File: src/rtl/sgdmac_apb_pkg.sv
// Shared APB definitions for the SGDMAC control path.
// Holds the requester FSM state type, the APB bus widths and the configuration
// register offsets used by both the APB requester and the config slave.
package sgdmac_apb_pkg;

    localparam int unsigned APB_ADDR_W = 12;
    localparam int unsigned APB_DATA_W = 32;

    // Configuration register map.
    localparam logic [APB_ADDR_W-1:0] ADDR_VERSION  = 12'h000;
    localparam logic [APB_ADDR_W-1:0] ADDR_DESC_PTR = 12'h100;
    localparam logic [APB_ADDR_W-1:0] ADDR_CTRL     = 12'h104;
    localparam logic [APB_ADDR_W-1:0] ADDR_STATUS   = 12'h108;

    typedef enum logic [1:0] {
        IDLE   = 2'd0,
        SETUP  = 2'd1,
        ACCESS = 2'd2,
        RESP   = 2'd3
    } apb_mst_state_t;

endpackage

File: src/rtl/sgdmac_apb_master.sv
// Single-outstanding APB requester.
// Turns a valid/ready command (write/read, address, data) into an APB
// SETUP/ACCESS sequence and returns read data, slave error and timeout status
// on a valid/ready response channel.
// Ports:
//   clk, rst                  clock, synchronous active-high reset
//   cmd_*                     command channel (valid/ready, write, addr, wdata)
//   rsp_*                     response channel (valid/ready, rdata, slverr, timeout)
//   psel_o .. pwdata_o        APB request outputs
//   pready_i, prdata_i, pslverr_i  APB completer inputs
// Every output is a register or a decode of the FSM state; no input reaches an
// output combinationally.
module sgdmac_apb_master
    import sgdmac_apb_pkg::*;
#(
    parameter int unsigned ADDR_W         = APB_ADDR_W,
    parameter int unsigned DATA_W         = APB_DATA_W,
    parameter int unsigned TIMEOUT_CYCLES = 256,
    parameter int unsigned CNT_W          = 9
) (
    input  logic              clk,
    input  logic              rst,
    input  logic              cmd_valid_i,
    output logic              cmd_ready_o,
    input  logic              cmd_write_i,
    input  logic [ADDR_W-1:0] cmd_addr_i,
    input  logic [DATA_W-1:0] cmd_wdata_i,
    output logic              rsp_valid_o,
    input  logic              rsp_ready_i,
    output logic [DATA_W-1:0] rsp_rdata_o,
    output logic              rsp_slverr_o,
    output logic              rsp_timeout_o,
    output logic              psel_o,
    output logic              penable_o,
    output logic [ADDR_W-1:0] paddr_o,
    output logic              pwrite_o,
    output logic [DATA_W-1:0] pwdata_o,
    input  logic              pready_i,
    input  logic [DATA_W-1:0] prdata_i,
    input  logic              pslverr_i
);

    // Counter value seen in the last permitted ACCESS cycle.
    localparam logic [CNT_W-1:0] CntLast = CNT_W'(TIMEOUT_CYCLES - 1);

    apb_mst_state_t    state_q, state_d;
    logic [CNT_W-1:0]  cnt_q, cnt_d;
    logic [ADDR_W-1:0] addr_q, addr_d;
    logic              write_q, write_d;
    logic [DATA_W-1:0] wdata_q, wdata_d;
    logic [DATA_W-1:0] rdata_q, rdata_d;
    logic              slverr_q, slverr_d;
    logic              timeout_q, timeout_d;

    always_comb begin
        state_d   = state_q;
        cnt_d     = cnt_q;
        addr_d    = addr_q;
        write_d   = write_q;
        wdata_d   = wdata_q;
        rdata_d   = rdata_q;
        slverr_d  = slverr_q;
        timeout_d = timeout_q;

        unique case (state_q)
            IDLE: begin
                if (cmd_valid_i) begin
                    addr_d  = cmd_addr_i;
                    write_d = cmd_write_i;
                    wdata_d = cmd_wdata_i;
                    state_d = SETUP;
                end
            end
            SETUP: begin
                cnt_d   = '0;
                state_d = ACCESS;
            end
            ACCESS: begin
                if (pready_i) begin
                    // A completion in the abort cycle still counts as a normal transfer.
                    slverr_d  = pslverr_i;
                    rdata_d   = (!write_q && !pslverr_i) ? prdata_i : '0;
                    timeout_d = 1'b0;
                    state_d   = RESP;
                end else begin
                    cnt_d = cnt_q + CNT_W'(1);
                    if ((TIMEOUT_CYCLES != 0) && (cnt_q == CntLast)) begin
                        slverr_d  = 1'b1;
                        rdata_d   = '0;
                        timeout_d = 1'b1;
                        state_d   = RESP;
                    end
                end
            end
            RESP: begin
                if (rsp_ready_i) begin
                    state_d = IDLE;
                end
            end
        endcase
    end

    always_ff @(posedge clk) begin
        if (rst) begin
            state_q   <= IDLE;
            cnt_q     <= '0;
            addr_q    <= '0;
            write_q   <= 1'b0;
            wdata_q   <= '0;
            rdata_q   <= '0;
            slverr_q  <= 1'b0;
            timeout_q <= 1'b0;
        end else begin
            state_q   <= state_d;
            cnt_q     <= cnt_d;
            addr_q    <= addr_d;
            write_q   <= write_d;
            wdata_q   <= wdata_d;
            rdata_q   <= rdata_d;
            slverr_q  <= slverr_d;
            timeout_q <= timeout_d;
        end
    end

    assign cmd_ready_o   = (state_q == IDLE);
    assign psel_o        = (state_q == SETUP) || (state_q == ACCESS);
    assign penable_o     = (state_q == ACCESS);
    assign rsp_valid_o   = (state_q == RESP);
    assign paddr_o       = addr_q;
    assign pwrite_o      = write_q;
    assign pwdata_o      = wdata_q;
    assign rsp_rdata_o   = rdata_q;
    assign rsp_slverr_o  = slverr_q;
    assign rsp_timeout_o = timeout_q;

endmodule

File: config.mk
export PLATFORM = sky130hd
export DESIGN_NAME = sgdmac_apb_master
export DESIGN_NICKNAME = d
export VERILOG_FILES = /design/src/rtl/sgdmac_apb_pkg.sv /design/src/rtl/sgdmac_apb_master.sv
export SDC_FILE = /design/constraint.sdc
export NUM_CORES = 1
export LEC_CHECK = 0
export ABC_AREA = 1
export BUFFER_PORTS_ARGS = -buffer_cell sky130_fd_sc_hd__buf_2
export CORE_AREA = 2 2 62 123
export DETAILED_ROUTE_END_ITERATION = 16
export DIE_AREA = 0 0 64 125
export PLACE_DENSITY = 0.87
export SLEW_MARGIN = 20
export SYNTH_ARGS = -nofsm -noshare
export SYNTH_HDL_FRONTEND = slang
export SYNTH_SLANG_ARGS = --single-unit
File: constraint.sdc
create_clock -name clk -period 4.6 [get_ports clk]
set_clock_uncertainty 0.1 [all_clocks]
set_input_delay 0.46 -clock clk [delete_from_list [all_inputs] [get_ports clk]]
set_output_delay 0.46 -clock clk [all_outputs]
set_load 0.02 [all_outputs]
==> metrics.txt <==
cell leakage power between 2 and 2.5 nW; FF+latch area 1800 um2; die height 125 um; RD Place Congestion between 0.7 and 0.8; post-DP HPWL 5760 um; final instance area 4550 um2; DRT iter0 DRCs 111; register area share after synthesis a little over half; area of the mapped netlist 3400 um2; RSZ-0062 raised after global routing false; Post-Place Worst Slack about 2.2 ns; Top Usage Layer GRT met2; clk buf depth 2; Fin Setup TNS 0 ns; power per cell area 547 nW/um2; synthesized instance count 446; met2 GRT Util 34.9%; setup bufs post-CTS 0; wire per inst 11.8 um; Async SR Flop Fraction 0%; Routed WL 8230 um; DRT antenna net count 0; min Tclk post-route approximately 2.4 ns; Critical Path AT 2.51 ns; Clock transition at path regs 0.06 ns; syn avg cell area around 7.6 um2; Final Cycle Share 51.2%; met3 Track Usage GR 6.83%; Post-synth EDFFs 0; Yosys top cell area share between 50 and 60%; fmax between 400 and 500 MHz; CTS Hold Buffers Added 0; Final setup viols 0; Worst Hold Margin 0.274 ns; ratio of cells with drive above 1 in the final layout between 30% and 40%; Max Cap Viol 0; largest net degree at the start of global routing 48; Synth Flop Type dfxtp_1; TritonCTS Buffers 9; syn nets 535; area of the multi-input gates 1390 um2; vias per cell 4.89; CTS resizes 0; Slew Viols, Final 0; Yosys cell types 19; first-pass GRT wire length 13700 um; Clk Latency, worst-skew pair 0.33 ns; Area after DPL 4250 um2; Slew Limit Headroom 35.3%; outcome completed; die area approximately 8000 um2; WS Path Type register to register; post-synthesis register bit count 90; Post-synth top cells nor2_1, dfxtp_1, nand2_1, o21ai_0, a21oi_1; Starting Density 47.9%; total clock sinks 90; Nets 688; IO Port Bufs 165; core area 7100 um2; peak supply drop 0.335 mV; GRT Overall Usage between 20% and 30%; most frequent cell after synthesis nor2_1; ANT cells 0; met1 Resource Use GR 24.8%; Ports 166; Req. time, crit path ~4.8 ns; final core occ 64.1%; Post-route DRC 0; Yosys top cell by area dfxtp_1; DR pass1 iterations 6; Final Hold Viols 0; Filler Cell Count 648; Syn. warnings 0; Area Growth Syn to Fin 33.7%; antenna violations before repair 1; CP Launch Type register; slew of the pin with the lowest slew margin 0.969 ns; Hold Crit Class primary input to register; CTS tree built; CP Capture Type register; H-tree Lvls 3; grt ovf 0; top post-synthesis cells by area dfxtp_1, nor2_1, o21ai_0; Die X 64 um; crit-path max FO 17; row count 44; via count around 3400; final worst setup slack 2.25 ns; CTS root buffer clkbuf_16; vias in the first global route between 3000 and 4000
-- area by class of cell --
class	count	share of cell area, %
multi-input combinational	307	30.5
clock buffer	12	5.63
timing repair buffer	169	18.8
clock inverter	4	1.10
inverter	22	1.81
tap	92	2.53
sequential	90	39.6
-- state kept, by name (all words and copies together), names as in the netlist --
| signal | cells |
|---|---|
| cnt_q | 9 |
| paddr_o | 12 |
| pwdata_o | 32 |
| pwrite_o | 1 |
| rsp_rdata_o | 32 |
| rsp_slverr_o | 1 |
| rsp_timeout_o | 1 |
| state_q | 2 |
-- report_power, final --
part | internal, mW | switching (mW) | total, mW | leakage (nW)
Combinational | 0.249 | 0.519 | 0.767 | 1.28
Sequential | 0.922 | 0.0697 | 0.991 | 0.736
Clock | 0.449 | 0.282 | 0.731 | 0.145
-- kinds of logic (layout without fill, tap and decap cells) --
group / after synthesis / after routing / synth area share (%)
and+or+nand+nor: 207 / 207 / 24.6
buffers and inverters: 49 / 207 / 6.36
adders and majority gates: 6 / 6 / 2.21
DFF: 90 / 90 / 52.9
AOI/OAI and AO/OA: 94 / 94 / 13.9
-- metrics by stage --
step | power, mW | instances
2_1_floorplan | 1.54 | 446
3_3_place_gp | 1.76 | 680
3_5_place_dp | 1.78 | 680
4_1_cts | 2.52 | 696
5_1_grt | 2.64 | 696
6_report | 2.49 | 696
-- critical path, stage by stage (launching register included) --
cell,delay [ns]
dfxtp_1,0.33
ha_1,0.21
nand2_1,0.12
inv_1,0.07
nand2_1,0.09
nor2_1,0.05
ha_1,0.21
o21ai_2,0.54
buf_4,0.34
nand2_1,0.08
a21oi_1,0.15
-- worst paths after layout --
kind                    startpoint                      endpoint  slack, ns  cells past startpoint
min                 cmd_wdata_i[9]      pwdata_o[9]$_SDFFE_PP0P_       0.27                      3
max          cnt_q[0]$_SDFFE_PP0P_  rsp_rdata_o[22]$_SDFFE_PP0P_       2.25                     10
max reg2reg  cnt_q[0]$_SDFFE_PP0P_  rsp_rdata_o[22]$_SDFFE_PP0P_       2.25                     10
min reg2reg  cnt_q[8]$_SDFFE_PP0P_         cnt_q[8]$_SDFFE_PP0P_       0.36                      2
-- routing by layer --
| layer | share of wire [%] | vias up | routed length [um] |
|---|---|---|---|
| met5 | 0.21 | - | 17 |
| met4 | 2.4 | 2 | 197 |
| met3 | 8.3 | 17 | 686 |
| met2 | 48 | 130 | 3930 |
| met1 | 41 | 1509 | 3390 |
| li1 | - | 1747 | - |
-- cell usage in the layout, fill, tap and decap left out, drive strengths merged, types with 3 or more instances in the layout --
cell type  synthesis  final
clkinv             2      3
clkbuf            12     12
inv               20     20
dfxtp             90     90
nand2             62     62
o21ai             50     50
nor2             105    105
ha                 6      6
nand3             37     37
a21oi             43     43
buf               15    169
(Power assumes the default switching activity.)
